$ cat src/rtl/dmem_port_sched_if.sv
// Bundle between the scheduler and its neighbours: store-queue head, ROB head,
// load unit and the single data-memory port.
//
// Handshake semantics used throughout this bundle:
//   - ld_req is a valid that stays high, with stable ld_addr/ld_rmask/ld_tag,
//     until ld_gnt is seen in the same cycle; ld_gnt is the ready for it.
//   - sq_valid presents the store-queue head; it is consumed only by the
//     one-cycle sq_deq pulse, which coincides with store_done.
//   - dmem_rmask/dmem_wmask nonzero is the memory request valid; the request
//     holds until, and including, the single dmem_resp cycle that completes it.
//   - ld_resp is a one-cycle valid with no back-pressure.
interface dmem_port_sched_if #(
  parameter int ROB_IDX_W = 5,
  parameter int TAG_W     = 4
);
  logic                 sq_valid;
  logic [31:0]          sq_addr;
  logic [31:0]          sq_wdata;
  logic [3:0]           sq_wmask;
  logic [ROB_IDX_W-1:0] sq_rob_idx;
  logic                 sq_deq;
  logic                 rob_head_valid;
  logic [ROB_IDX_W-1:0] rob_head_idx;
  logic                 store_done;
  logic                 ld_req;
  logic [31:0]          ld_addr;
  logic [3:0]           ld_rmask;
  logic [TAG_W-1:0]     ld_tag;
  logic                 ld_gnt;
  logic                 ld_resp;
  logic [31:0]          ld_rdata;
  logic [TAG_W-1:0]     ld_resp_tag;
  logic                 flush;
  logic [31:0]          dmem_addr;
  logic [3:0]           dmem_rmask;
  logic [3:0]           dmem_wmask;
  logic [31:0]          dmem_wdata;
  logic [31:0]          dmem_rdata;
  logic                 dmem_resp;

  // Scheduler side
  modport slave (
    input  sq_valid, sq_addr, sq_wdata, sq_wmask, sq_rob_idx,
    input  rob_head_valid, rob_head_idx,
    input  ld_req, ld_addr, ld_rmask, ld_tag,
    input  flush, dmem_rdata, dmem_resp,
    output sq_deq, store_done, ld_gnt, ld_resp, ld_rdata, ld_resp_tag,
    output dmem_addr, dmem_rmask, dmem_wmask, dmem_wdata
  );

  // Environment side (store queue, ROB, load unit, memory)
  modport master (
    output sq_valid, sq_addr, sq_wdata, sq_wmask, sq_rob_idx,
    output rob_head_valid, rob_head_idx,
    output ld_req, ld_addr, ld_rmask, ld_tag,
    output flush, dmem_rdata, dmem_resp,
    input  sq_deq, store_done, ld_gnt, ld_resp, ld_rdata, ld_resp_tag,
    input  dmem_addr, dmem_rmask, dmem_wmask, dmem_wdata
  );
endinterface

$ cat src/rtl/dmem_port_sched.sv
// Single-port data-memory scheduler. Drains committed stores from the
// store-queue head (fixed priority) and issues speculative loads, with one
// outstanding memory access at a time. Loads squashed by flush still occupy
// the port until their response arrives, which is then swallowed.
module dmem_port_sched #(
  parameter int ROB_IDX_W = 5,
  parameter int TAG_W     = 4
) (
  input  logic                clk,
  input  logic                rst,
  dmem_port_sched_if.slave    bus,
  output logic [1:0]          o_dbg_state
);

  typedef enum logic [1:0] {
    IDLE       = 2'd0,
    STORE_WAIT = 2'd1,
    LOAD_WAIT  = 2'd2
  } state_t;

  state_t               r_state;
  state_t               w_state_nxt;
  logic                 r_drop;
  logic [31:0]          r_addr;
  logic [31:0]          r_wdata;
  logic [3:0]           r_wmask;
  logic [3:0]           r_rmask;
  logic [TAG_W-1:0]     r_tag;

  logic [ROB_IDX_W-1:0] w_sq_idx;
  logic [ROB_IDX_W-1:0] w_head_idx;
  logic                 w_st_ok;
  logic                 w_take_store;
  logic                 w_take_load;
  logic                 w_store_fin;
  logic                 w_load_fin;
  logic                 w_set_drop;

  assign w_sq_idx    = bus.sq_rob_idx;
  assign w_head_idx  = bus.rob_head_idx;
  // A store may be written only once it is the oldest instruction in the ROB.
  assign w_st_ok     = bus.sq_valid && bus.rob_head_valid && (w_sq_idx == w_head_idx);

  assign o_dbg_state = r_state;

  // Memory request outputs come straight from registers.
  assign bus.dmem_addr  = r_addr;
  assign bus.dmem_wdata = r_wdata;
  assign bus.dmem_wmask = r_wmask;
  assign bus.dmem_rmask = r_rmask;

  // State register
  always_ff @(posedge clk or posedge rst) begin
    if (rst) begin
      r_state <= IDLE;
    end else begin
      r_state <= w_state_nxt;
    end
  end

  // Next-state decode, arbitration and the combinational response pulses
  always_comb begin
    w_state_nxt     = r_state;
    w_take_store    = 1'b0;
    w_take_load     = 1'b0;
    w_store_fin     = 1'b0;
    w_load_fin      = 1'b0;
    w_set_drop      = 1'b0;
    bus.ld_gnt      = 1'b0;
    bus.sq_deq      = 1'b0;
    bus.store_done  = 1'b0;
    bus.ld_resp     = 1'b0;
    bus.ld_rdata    = 32'd0;
    bus.ld_resp_tag = '0;
    case (r_state)
      IDLE: begin
        if (w_st_ok) begin
          w_take_store = 1'b1;
          w_state_nxt  = STORE_WAIT;
        end else if (bus.ld_req && !bus.flush) begin
          // Grant is suppressed while reset is held so every output reads 0.
          bus.ld_gnt   = !rst;
          w_take_load  = 1'b1;
          w_state_nxt  = LOAD_WAIT;
        end
      end
      STORE_WAIT: begin
        // flush is deliberately ignored: a committed store must complete.
        if (bus.dmem_resp) begin
          bus.sq_deq     = 1'b1;
          bus.store_done = 1'b1;
          w_store_fin    = 1'b1;
          w_state_nxt    = IDLE;
        end
      end
      LOAD_WAIT: begin
        if (bus.dmem_resp) begin
          bus.ld_resp     = !r_drop && !bus.flush;
          bus.ld_rdata    = bus.dmem_rdata;
          bus.ld_resp_tag = r_tag;
          w_load_fin      = 1'b1;
          w_state_nxt     = IDLE;
        end else if (bus.flush) begin
          w_set_drop = 1'b1;
        end
      end
      default: begin
        w_state_nxt = IDLE;
      end
    endcase
  end

  // Request latch, mask clearing on completion, and the squash flag
  always_ff @(posedge clk or posedge rst) begin
    if (rst) begin
      r_addr  <= 32'd0;
      r_wdata <= 32'd0;
      r_wmask <= 4'd0;
      r_rmask <= 4'd0;
      r_tag   <= '0;
      r_drop  <= 1'b0;
    end else begin
      if (w_take_store) begin
        r_addr  <= bus.sq_addr;
        r_wdata <= bus.sq_wdata;
        r_wmask <= bus.sq_wmask;
      end else if (w_take_load) begin
        r_addr  <= bus.ld_addr;
        r_rmask <= bus.ld_rmask;
        r_tag   <= bus.ld_tag;
      end
      if (w_store_fin) begin
        r_wmask <= 4'd0;
      end
      if (w_load_fin) begin
        r_rmask <= 4'd0;
        r_drop  <= 1'b0;
      end else if (w_set_drop) begin
        r_drop  <= 1'b1;
      end
    end
  end

endmodule

$ cat src/flat_wrapper.sv
// flat-port wrapper written by rule: the top's interface ports become plain ports
module dmem_port_sched_flat 
#(
  parameter int ROB_IDX_W = 5,
  parameter int TAG_W     = 4
)
  (clk, rst, o_dbg_state, bus_sq_valid, bus_sq_addr, bus_sq_wdata, bus_sq_wmask, bus_sq_rob_idx, bus_rob_head_valid, bus_rob_head_idx, bus_ld_req, bus_ld_addr, bus_ld_rmask, bus_ld_tag, bus_flush, bus_dmem_rdata, bus_dmem_resp, bus_sq_deq, bus_store_done, bus_ld_gnt, bus_ld_resp, bus_ld_rdata, bus_ld_resp_tag, bus_dmem_addr, bus_dmem_rmask, bus_dmem_wmask, bus_dmem_wdata);
  dmem_port_sched_if #(.ROB_IDX_W(ROB_IDX_W), .TAG_W(TAG_W)) bus_i ();
  input  logic clk;
  input  logic rst;
  output logic [1:0] o_dbg_state;
  input wire logic [$bits(bus_i.sq_valid)-1:0] bus_sq_valid;
  input wire logic [$bits(bus_i.sq_addr)-1:0] bus_sq_addr;
  input wire logic [$bits(bus_i.sq_wdata)-1:0] bus_sq_wdata;
  input wire logic [$bits(bus_i.sq_wmask)-1:0] bus_sq_wmask;
  input wire logic [$bits(bus_i.sq_rob_idx)-1:0] bus_sq_rob_idx;
  input wire logic [$bits(bus_i.rob_head_valid)-1:0] bus_rob_head_valid;
  input wire logic [$bits(bus_i.rob_head_idx)-1:0] bus_rob_head_idx;
  input wire logic [$bits(bus_i.ld_req)-1:0] bus_ld_req;
  input wire logic [$bits(bus_i.ld_addr)-1:0] bus_ld_addr;
  input wire logic [$bits(bus_i.ld_rmask)-1:0] bus_ld_rmask;
  input wire logic [$bits(bus_i.ld_tag)-1:0] bus_ld_tag;
  input wire logic [$bits(bus_i.flush)-1:0] bus_flush;
  input wire logic [$bits(bus_i.dmem_rdata)-1:0] bus_dmem_rdata;
  input wire logic [$bits(bus_i.dmem_resp)-1:0] bus_dmem_resp;
  output wire logic [$bits(bus_i.sq_deq)-1:0] bus_sq_deq;
  output wire logic [$bits(bus_i.store_done)-1:0] bus_store_done;
  output wire logic [$bits(bus_i.ld_gnt)-1:0] bus_ld_gnt;
  output wire logic [$bits(bus_i.ld_resp)-1:0] bus_ld_resp;
  output wire logic [$bits(bus_i.ld_rdata)-1:0] bus_ld_rdata;
  output wire logic [$bits(bus_i.ld_resp_tag)-1:0] bus_ld_resp_tag;
  output wire logic [$bits(bus_i.dmem_addr)-1:0] bus_dmem_addr;
  output wire logic [$bits(bus_i.dmem_rmask)-1:0] bus_dmem_rmask;
  output wire logic [$bits(bus_i.dmem_wmask)-1:0] bus_dmem_wmask;
  output wire logic [$bits(bus_i.dmem_wdata)-1:0] bus_dmem_wdata;
  assign bus_i.sq_valid = bus_sq_valid;
  assign bus_i.sq_addr = bus_sq_addr;
  assign bus_i.sq_wdata = bus_sq_wdata;
  assign bus_i.sq_wmask = bus_sq_wmask;
  assign bus_i.sq_rob_idx = bus_sq_rob_idx;
  assign bus_i.rob_head_valid = bus_rob_head_valid;
  assign bus_i.rob_head_idx = bus_rob_head_idx;
  assign bus_i.ld_req = bus_ld_req;
  assign bus_i.ld_addr = bus_ld_addr;
  assign bus_i.ld_rmask = bus_ld_rmask;
  assign bus_i.ld_tag = bus_ld_tag;
  assign bus_i.flush = bus_flush;
  assign bus_i.dmem_rdata = bus_dmem_rdata;
  assign bus_i.dmem_resp = bus_dmem_resp;
  assign bus_sq_deq = bus_i.sq_deq;
  assign bus_store_done = bus_i.store_done;
  assign bus_ld_gnt = bus_i.ld_gnt;
  assign bus_ld_resp = bus_i.ld_resp;
  assign bus_ld_rdata = bus_i.ld_rdata;
  assign bus_ld_resp_tag = bus_i.ld_resp_tag;
  assign bus_dmem_addr = bus_i.dmem_addr;
  assign bus_dmem_rmask = bus_i.dmem_rmask;
  assign bus_dmem_wmask = bus_i.dmem_wmask;
  assign bus_dmem_wdata = bus_i.dmem_wdata;
  dmem_port_sched #(.ROB_IDX_W(ROB_IDX_W), .TAG_W(TAG_W)) u_core (.clk(clk), .rst(rst), .bus(bus_i), .o_dbg_state(o_dbg_state));
endmodule
$ cat config.mk
export PLATFORM = sky130hd
export DESIGN_NAME = dmem_port_sched_flat
export DESIGN_NICKNAME = d
export VERILOG_FILES = /design/src/rtl/dmem_port_sched_if.sv /design/src/rtl/dmem_port_sched.sv /design/src/flat_wrapper.sv
export SDC_FILE = /design/constraint.sdc
export NUM_CORES = 1
export LEC_CHECK = 0
export ABC_AREA = 1
export CAP_MARGIN = 20
export CORE_ASPECT_RATIO = 1.75
export CORE_MARGIN = 2
export CORE_UTILIZATION = 39
export CTS_CLUSTER_DIAMETER = 200
export DETAILED_ROUTE_END_ITERATION = 6
export GPL_TIMING_DRIVEN = 0
export PLACE_DENSITY = 0.95
export SETUP_SLACK_MARGIN = 0.02
export SLEW_MARGIN = 5
export SYNTH_ARGS = -nofsm -noshare
export SYNTH_HDL_FRONTEND = slang
export SYNTH_SLANG_ARGS = --single-unit
$ cat constraint.sdc
create_clock -name clk -period 7.5 [get_ports clk]
set_clock_uncertainty 0.05 [all_clocks]
set_input_delay 1.5 -clock clk [delete_from_list [all_inputs] [get_ports clk]]
set_output_delay 1.5 -clock clk [all_outputs]
set_load 0.05 [all_outputs]
==> impl_results.md <==
- Met1 WL: 5304 um
- # Max-Cap Violations: 0
- Die W: 81.48 um
- Cts hold-fix bufs: 0
- Total CTS buffers: 9
- CTS clock-pin slew for the worst setup and hold paths: 0.06 ns
- Worst endpoint required time: between 5 and 6 ns
- Synthesis-to-layout area growth: 79.02%
- RSZ-0062 raised after global routing: no
- Fmax: 0.1826 GHz
- # diodes: 0
- Synth cell types: 19
- Post-Synthesis Cells: roughly 580
- Initial antenna violation count: 0
- Worst skew pair latency: 0.33 ns
- Area of the multi-input gates: 1728 um^2
- Port Buffers: 270
- Peak VDD IR: 0.2497 mV
- Rows: 49
- First-pass GRT wire length: 23090 um
- Placer Congestion: 0.8679
- DR vias/cell: 4.816
- Final Critical Period: around 5.5 ns
- CP Launch Type: input pin
- Vias in the first global route: 4866
- Fin. max-slew vios: 0
- Initial core utilization: 40.01%
- Total GRT Usage: 26.16%
- HP Class: reg -> reg
- IO Count: between 200 and 300
- Die area: 11370 um^2
- FF+latch count, synth: 79
- Vias post-DR: roughly 4800
- Drt pass-1 iters: 4
- TritonCTS sink count: 79
- Register area: 1977 um^2
- Outcome: finished, final reports clean
- DRT Wirelength: 14740 um
- Syn_nets: 737
- Post-CTS Setup Bufs: 0
- Wirelength per Cell: 14.87 um
- Crit path to: bus_ld_gnt
- Worst Setup SP: bus_rob_head_idx[2]
- R2r endpoint: u_core.bus.dmem_addr[20]
- Final setup violation count: 0
- Mapped Area: 4096 um^2
- Dpl hpwl: 11940 um
- Max layer used: met4
- First DRT Iteration DRCs: 225
- Chip height: 139.6 um
- TritonCTS clock tree: built
- Final period util: 73.03%
- Clock root cell: clkbuf_16
- Overflow left after global routing: 0
- Gates resized, CTS repair: 0
- Metal2 WL: ~7900 um
- Number of remaining DRC errors: 0
- Seq/Total Area, Yosys: approximately half
- Layout cells sized above 1: 5.093%
- Dpl ws: slightly above 2 ns
- Final hold vios: 0
- Slew margin rel.: around 62%
- Yosys warns: 0
- Reg2reg setup slack: 5.34 ns
- Critical path type: in -> out
- Maximum clock path buffer count: 2
- Core area: 10240 um^2
- Largest net degree at the start of global routing: 62
- Worst r2r src: u_core.o_dbg_state[0]
- Fillers: 771
- Pleak: 3.741 nW
- Crit end category: primary output
- Worst reg-to-reg path cell count: 8
- Met3 wire len: approximately 1100 um
- Setup TNS: 0 ns
- Total Nets Final: about 1000
- Least-Margin Pin Slew: 0.5701 ns
- Final ANT Viol Nets: 0
- Max FO, Critical Path: 10
- Final Worst Setup Slack: 2.023 ns
- Syn avg cell area: slightly above 7 um^2
- Crit path DAT: 3.93 ns
- Pwr/cell area: 340.6 nW/um^2
- H-tree depth: 3
## routing by layer
| metal | up-vias | track usage (%) |
|---|---|---|
| li1 | 2341 | - |
| met1 | 2193 | 27.92 |
| met2 | 204 | 47.71 |
| met3 | 35 | 5.707 |
| met4 | 0 | 10.88 |
| met5 | - | 0 |
## worst max-delay path, stage by stage
cell and delay, ns:
clkdlybuf4s50_1 0.48, nor2_1 0.06, nor2_1 0.21, nor2_4 0.10, nand3_1 0.14, nand3_1 0.10, buf_4 0.22, buf_4 0.18
nor2_1 0.08, clkdlybuf4s50_1 0.84
## state kept, by name, summed over array words and instances, names as in the netlist
signal / flops
u_core.bus.dmem_addr: 32
u_core.bus.dmem_wdata: 32
u_core.bus.dmem_rmask: 4
u_core.bus.dmem_wmask: 4
u_core.r_tag: 4
u_core.o_dbg_state: 2
u_core.r_drop: 1
## cell type report
type	count	area share, %
well taps	127	2.167
clock inverters	7	1.638
flip-flops and latches	79	26.96
plain buffers	36	2.423
inverters	57	2.952
repair buffers	271	37.23
multi-input cells	405	23.56
clock buffers	9	3.071
## cells in the mapped netlist
cell / n / area [um^2]
nand2_1: 268 / 1006
dfrtp_1: 79 / 1977
inv_1: 56 / 210.2
nor2_1: 48 / 180.2
nand3_1: 40 / 200.2
nand4_1: 33 / 206.5
clkbuf_1: 15 / 56.30
buf_2: 13 / 65.06
a21oi_1: 6 / 30.03
buf_4: 5 / 37.54
ha_1: 3 / 37.54
buf_1: 2 / 7.510
nor2_2: 2 / 12.51
nor2_4: 2 / 22.52
buf_6: 1 / 11.26
inv_2: 1 / 3.750
nand4_4: 1 / 21.27
nor3_1: 1 / 5.000
or2_2: 1 / 6.260
## stage by stage
step	power (mW)	cells	area [um^2]	util [%]	hold WS, ns
6_report	2.498	991	7333	71.62	0.4215
3_5_place_dp	2.002	975	6988	68.25	0.4113
5_1_grt	2.610	991	7333	71.62	0.4400
3_3_place_gp	1.974	974	6958	67.96	0.4022
2_1_floorplan	1.478	577	4096	-	0.4311
4_1_cts	2.514	991	7333	71.62	0.4263
## logic make-up after synthesis
logic type / after synthesis / synth area share (%)
simple gates: 396 / 40.53
buf+inv: 93 / 9.560
flops: 79 / 48.26
compound gates: 6 / 0.7331
fa+ha+maj: 3 / 0.9164
## cell usage in the layout (no fill, tap or decap), drive strengths merged
cell type / synthesis / final
clkdlybuf4s50: 0 / 270
nand2: 268 / 268
ha: 3 / 3
nor3: 1 / 1
a21oi: 6 / 6
nand3: 40 / 40
clkinv: 0 / 3
or2: 1 / 1
nand4: 34 / 34
dfrtp: 79 / 79
bufinv: 0 / 3
nor2: 52 / 52
buf: 21 / 22
inv: 57 / 58
clkbuf: 15 / 24
## worst min path at each step
stage / start / to / slack, ns / depth (start not counted)
2_1_floorplan: u_core.r_tag[0] / u_core.r_tag[0] / 0.43 / 2
3_3_place_gp: u_core.bus.dmem_wmask[3] / u_core.bus.dmem_wmask[3] / 0.40 / 2
3_5_place_dp: u_core.bus.dmem_wmask[3] / u_core.bus.dmem_wmask[3] / 0.41 / 2
4_1_cts: u_core.bus.dmem_wmask[3] / u_core.bus.dmem_wmask[3] / 0.43 / 2
5_1_grt: u_core.bus.dmem_wdata[4] / u_core.bus.dmem_wdata[4] / 0.44 / 2
6_report: u_core.bus.dmem_wmask[3] / u_core.bus.dmem_wmask[3] / 0.42 / 2
## report_power, final
| group | switching [mW] | total, mW | internal, mW | leakage (nW) |
|---|---|---|---|---|
| registers | 0.0854 | 0.656 | 0.570 | 1.02 |
| logic | 0.891 | 1.34 | 0.446 | 2.55 |
| clock network | 0.179 | 0.505 | 0.327 | 0.171 |
Power figures use the tool's default switching activity.
